--- src/rtl/gpio_in_conditioner.sv ---
// gpio_in_conditioner
// Conditions raw asynchronous pad inputs for the GPIO peripheral: a
// per-pin synchronizer chain, an optional per-pin debounce filter, and
// edge detection feeding sticky interrupt-pending flags.

module gpio_in_conditioner #(
  parameter int NUM_PINS        = 26,
  parameter int SYNC_STAGES     = 2,
  parameter int DEBOUNCE_CYCLES = 16
) (
  input  logic                clk_i,
  input  logic                rst_ni,
  input  logic [NUM_PINS-1:0] pad_i,
  input  logic [NUM_PINS-1:0] deb_en_i,
  input  logic [NUM_PINS-1:0] rise_en_i,
  input  logic [NUM_PINS-1:0] fall_en_i,
  input  logic [NUM_PINS-1:0] irq_clr_i,
  output logic [NUM_PINS-1:0] gpio_dat_o,
  output logic [NUM_PINS-1:0] irq_pend_o,
  output logic                irq_o
);

  localparam int CNT_W = (DEBOUNCE_CYCLES > 1) ? $clog2(DEBOUNCE_CYCLES + 1) : 1;
  localparam logic [CNT_W-1:0] CNT_LAST = CNT_W'(DEBOUNCE_CYCLES - 1);

  logic [NUM_PINS-1:0] sync_q [SYNC_STAGES];
  logic [NUM_PINS-1:0] s;

  logic [NUM_PINS-1:0] stable_q;
  logic [NUM_PINS-1:0] stable_d;
  logic [CNT_W-1:0]    cnt_q [NUM_PINS];
  logic [CNT_W-1:0]    cnt_d [NUM_PINS];

  logic [NUM_PINS-1:0] rise;
  logic [NUM_PINS-1:0] fall;
  logic [NUM_PINS-1:0] pend_q;
  logic [NUM_PINS-1:0] pend_d;

  // Plain flop chain per pin; nothing sits between stages so the chain
  // only resolves metastability.
  always_ff @(posedge clk_i or negedge rst_ni) begin
    if (!rst_ni) begin
      for (int k = 0; k < SYNC_STAGES; k++) begin
        sync_q[k] <= '0;
      end
    end else begin
      sync_q[0] <= pad_i;
      for (int k = 1; k < SYNC_STAGES; k++) begin
        sync_q[k] <= sync_q[k-1];
      end
    end
  end

  assign s = sync_q[SYNC_STAGES-1];

  // Debounce next-state: bypassed pins follow the synchronizer directly;
  // debounced pins only change after DEBOUNCE_CYCLES consecutive differing
  // samples, and any agreeing sample restarts the count.
  always_comb begin
    stable_d = stable_q;
    for (int i = 0; i < NUM_PINS; i++) begin
      cnt_d[i] = cnt_q[i];
      if (!deb_en_i[i]) begin
        stable_d[i] = s[i];
        cnt_d[i]    = '0;
      end else if (s[i] == stable_q[i]) begin
        cnt_d[i] = '0;
      end else if (cnt_q[i] == CNT_LAST) begin
        stable_d[i] = s[i];
        cnt_d[i]    = '0;
      end else begin
        cnt_d[i] = cnt_q[i] + CNT_W'(1);
      end
    end
  end

  // Conditioned value and debounce counters.
  always_ff @(posedge clk_i or negedge rst_ni) begin
    if (!rst_ni) begin
      stable_q <= '0;
      for (int i = 0; i < NUM_PINS; i++) begin
        cnt_q[i] <= '0;
      end
    end else begin
      stable_q <= stable_d;
      for (int i = 0; i < NUM_PINS; i++) begin
        cnt_q[i] <= cnt_d[i];
      end
    end
  end

  // Edges are taken on the same edge the conditioned value changes, with
  // the enables sampled on that edge; a new edge beats a same-cycle clear.
  always_comb begin
    rise   = stable_d & ~stable_q & rise_en_i;
    fall   = ~stable_d & stable_q & fall_en_i;
    pend_d = (pend_q & ~irq_clr_i) | rise | fall;
  end

  // Sticky pending flags.
  always_ff @(posedge clk_i or negedge rst_ni) begin
    if (!rst_ni) begin
      pend_q <= '0;
    end else begin
      pend_q <= pend_d;
    end
  end

  assign gpio_dat_o = stable_q;
  assign irq_pend_o = pend_q;
  assign irq_o      = |pend_q;

endmodule

--- config.mk ---
export PLATFORM = sky130hd
export DESIGN_NAME = gpio_in_conditioner
export DESIGN_NICKNAME = d
export VERILOG_FILES = /design/src/rtl/gpio_in_conditioner.sv
export SDC_FILE = /design/constraint.sdc
export NUM_CORES = 1
export LEC_CHECK = 0
export ABC_CLOCK_PERIOD_IN_PS = 4200
export CAP_MARGIN = 10
export CORE_UTILIZATION = 33
export CTS_CLUSTER_DIAMETER = 50
export DETAILED_ROUTE_END_ITERATION = 8
export GPL_TIMING_DRIVEN = 0
export MAX_ROUTING_LAYER = met4
export PLACE_DENSITY = 0.56
export SLEW_MARGIN = 20
export SYNTH_ARGS = -nofsm -noshare
export SYNTH_HDL_FRONTEND = slang
export SYNTH_SLANG_ARGS = --single-unit
--- constraint.sdc ---
create_clock -name clk_i -period 4.2 [get_ports clk_i]
set_input_delay 0.63 -clock clk_i [delete_from_list [all_inputs] [get_ports clk_i]]
set_output_delay 0.63 -clock clk_i [all_outputs]
set_load 0.02 [all_outputs]
# Word level (Yosys, flattened, before mapping)
# Index checks and enable logic that the tools add are counted.
# Widths: inputs -> output; s select.
[totals]
ff_bits = 234
output_inout_bits = 53
inputBits = 132
word_cells = 275
[op_classes]
n_reduce_logical = 1
bitwise_logic = 10
mux = 156
n_addsub = 26
eq_ne = 52
[op_table]
columns = ["op", "count"]
rows = [
  ["$mux 5", 78],
  ["$add 5x1->5 const B", 26],
  ["$and 26x26->26", 5],
  ["$eq 5x4->1 const B", 26],
  ["$mux 1", 78],
  ["$not 26->26", 3],
  ["$or 26x26->26", 2],
  ["$eq 1x1->1", 26],
  ["$reduce_or 26->1", 1],
]

# Longest topological paths before layout
[depth]
depth_word = 8
depth_mapped = 4
mapped_depth_nobuf = 4

# Worst setup path after synthesis
# Ideal clock, no wire load.
[synth_path]
kind = "register -> output"
from = "register pend_q[16] (netlist: irq_pend_o[16])"
to = "output irq_o"
stages_incl_launch_ff = 4
slack_ns = 2.246
required_ns = 3.570
arrival_ns = 1.324
path_cell_list = "dfrtp_1 > or4_4 > nor3_2 > nand4_1"
[synth_via]
elab_chain_cells = 1
[synth_lines]
columns = ["item", "line_no", "source"]
rows = [
  ["from (decl)", "36", "logic [NUM_PINS-1:0] pend_q;"],
  ["from (signal assigned)", "105", "pend_q <= pend_d;"],
  ["$reduce_or 26->1", "111", "assign irq_o = |pend_q;"],
  ["to (decl)", "20", "output logic irq_o"],
]
# No other way between the ends.

# Worst setup path in the final report
[layout_path]
from = "register pend_q[11] (netlist: irq_pend_o[11])"
to = "output irq_o"
# The elaborated chain is that of the path after synthesis.

==> impl_metrics.env <==
export IMPL_yosysWarnings=0
export IMPL_overflow=0
export IMPL_clock_latency_ps=530
export IMPL_clk_pin_slew_ps=50
export IMPL_via_per_inst=4.494
export IMPL_syn_to_final_growth_pct=37.44
export IMPL_ys_ff_latch=234
export IMPL_hp_class="register to register"
export IMPL_fin_crit_ps=2986
export IMPL_rsz0062_at_grt="no"
export IMPL_postSynthAreaPerCell_um2=11.82
export IMPL_slew_violations=0
export IMPL_worstSetupEndpointType="output pin"
export IMPL_ctsResizeCount=0
export IMPL_vias=6318
export IMPL_die_area_mm2=0.02884
export IMPL_syn_area_mm2=0.009294
export IMPL_p_per_area_mw_per_mm2=448.7
export IMPL_grt_max_degree=76
export IMPL_core_mm2=0.02778
export IMPL_drt_iter0_markers=271
export IMPL_seqPwrFrac_pct=42.9
export IMPL_sw_frac_of_total_pct=23.06
export IMPL_p_int_uw=4410
export IMPL_tightest_slew_ps=426.9
export IMPL_syn_nets=944
export IMPL_post_route_period_util_pct=71.09
export IMPL_r2r_end="gpio_dat_o[6]"
export IMPL_first_pass_iters=4
export IMPL_start_util_pct=33.45
export IMPL_yosysSeqAreaShare_pct=63.00
export IMPL_p_comb_share_pct=10.5
export IMPL_clock_sinks=234
export IMPL_antenna_found_initial=0
export IMPL_cts_root_buf="clkbuf_16"
export IMPL_final_instance_count_excl_fill=1406
export IMPL_cp_arrival_ps=2360
export IMPL_cp_max_fo=3
export IMPL_critPathMaxStageDelay_ps=570
export IMPL_postCtsSetupRepairBufs=0
export IMPL_cts_buffers=30
export IMPL_die_h_um=169.8
export IMPL_yosys_top_cells_area="dfrtp_1 (63%), nor2_1 (4.7%), ha_1 (3.5%)"
export IMPL_report_final_hold_viol_count=0
export IMPL_syn_instance_count=786
export IMPL_rrSetupSlack_ps=2670
export IMPL_crit_slowest_cell="clkdlybuf4s50_1"
export IMPL_cts_max_path_buffers=3
export IMPL_grt_pass1_wl_um=29980
export IMPL_power_leakage_uw=0.005579
export IMPL_fp_row_count=61
export IMPL_relSlewSlack_pct=71.28
export IMPL_ir_worst_vdd_mv=0.3403
export IMPL_hpwl_um=13050
export IMPL_synth_cell_types=29
export IMPL_synth_area_leader_cell="dfrtp_1"
export IMPL_finClkSkew_ps=8.680
export IMPL_cp_num_buf_inv=1
export IMPL_cp_data_required_time_ps=3570
export IMPL_io_pins=185
export IMPL_total_power_uw=5731
export IMPL_io_buffers=184
export IMPL_nets=1164
export IMPL_cts_htree_levels=1
export IMPL_die_width_um=169.8
export IMPL_r2r_start="cnt_q[95]"
export IMPL_place_congestion=0.6995
export IMPL_path_delay_family="simple AND/OR/NAND/NOR gates"
export IMPL_finalSetupViolCount=0
export IMPL_antennaDiodeCount=0
export IMPL_drtAntennaViolNets=0
export IMPL_power_switching_uw=1321
export IMPL_final_cell_mix="dfrtp_1 (234), clkdlybuf4s50_1 (183), nor2_1 (117)"
export IMPL_worst_setup_path_startpoint="irq_pend_o[11]"
export IMPL_reg2regPathDepth=4
export IMPL_cts_tree="done"
export IMPL_path_depth=4
export IMPL_drive_gt1_share_pct=7.879
export IMPL_crit_type="register to output pin"
export IMPL_worstSetupEndpoint="irq_o"
export IMPL_clkPwrFrac_pct=46.6
export IMPL_drv_cap=0
export IMPL_maxClockFrequency_mhz=334.9
export IMPL_dp_cells=1351
export IMPL_drt_wl_total_um=18060
export IMPL_grt_pass1_vias=6358
export IMPL_final_common_cell="dfrtp_1"
export IMPL_startpoint_type="register"
export IMPL_synth_top_area_share_pct=63.00
export IMPL_drc_errors=0
export IMPL_grt_use_total_pct=13.05
export IMPL_cts_hold_buf=1
export IMPL_status="complete, no violations"
export IMPL_wl_per_cell_um=12.85
export IMPL_crit_chain="nor4_1, and3_1, nand4_1, clkdlybuf4s50_1"
## area by class of cell
type	instances	area, um^2
clock buffers	43	890.9
repair buffers	188	1939
fillers	2614	15010
well taps	378	473.0
multi-input cells	503	3254
clock inverters	11	176.4
inverters	49	183.9
flip-flops and latches	234	5856
## power groups by stage
| stage | Combinational [uW] | Clock (uW) | Sequential [uW] |
|---|---|---|---|
| 2_1_floorplan | 206 | 0 | 2540 |
| 3_3_place_gp | 600 | 0 | 2500 |
| 3_5_place_dp | 614 | 0 | 2500 |
| 4_1_cts | 618 | 2770 | 2460 |
| 5_1_grt | 665 | 2850 | 2480 |
| 6_report | 603 | 2670 | 2460 |
## per-layer routing
| layer | part of all wire (%) | GRT usage, % | up-vias | wire, um |
|---|---|---|---|---|
| met5 | 0 | - | - | 0 |
| met4 | 2.0 | 3.721 | 0 | 360 |
| met3 | 5.8 | 3.070 | 33 | 1050 |
| met2 | 44 | 20.31 | 142 | 8031 |
| met1 | 48 | 16.98 | 2988 | 8621 |
| li1 | - | - | 3155 | - |
## logic make-up (layout without fill, tap and decap cells)
kind of cell,count (synthesis),in the layout,share of synthesized area [%]
AO/OA/AOI/OAI,125,125,9.262
XOR/XNOR,58,58,5.466
adder cells (fa/ha/maj),26,26,3.500
buffers and inverters,49,291,1.979
flip-flops,234,234,63.00
multiplexers,26,26,3.191
AND/OR/NAND/NOR,268,268,13.60
## worst min-delay path by stage
| stage | start | to | slack, ps | cells past startpoint |
|---|---|---|---|---|
| after floorplan | rst_ni | cnt_q[0] | 330 | 0 |
| after global placement | sync_q[27] | s[1] | 330 | 0 |
| after detailed placement | sync_q[42] | s[16] | 330 | 0 |
| after CTS | sync_q[33] | s[7] | 340 | 0 |
| after global routing | sync_q[33] | s[7] | 350 | 0 |
| final | sync_q[31] | s[5] | 350 | 0 |
## synth_stat cells, drive strengths merged
cell,number
a22o,7
a22oi,19
a311oi,1
a31oi,1
and3,9
and4,4
dfrtp,234
ha,26
inv,49
mux2,26
nand2,33
nand3,51
nand3b,7
nand4,1
nor2,117
nor2b,38
nor3,2
nor4,5
o211ai,7
o21a,19
o21ai,34
o221ai,18
o22ai,19
or4,1
xnor2,22
xor2,36
## per-stage QoR
step	setup TNS (ps)	setup WS, ps	hold WS [ps]	cell area (um^2)	util (%)
final	0	1214	345.6	12770	45.98
after global routing	0	983.0	352.1	12770	45.98
after CTS	0	1009	344.3	12770	45.98
after detailed placement	0	1600	334.7	11700	42.10
after global placement	-1816100	-7784	332.0	11610	41.79
after floorplan	0	2246	331.2	9294	-
## state kept, by name, summed over array words and instances (netlist names)
register,count
gpio_dat_o,26
sync_q,26
s,26
irq_pend_o,26
cnt_q,130
(Power assumes the default switching activity.)
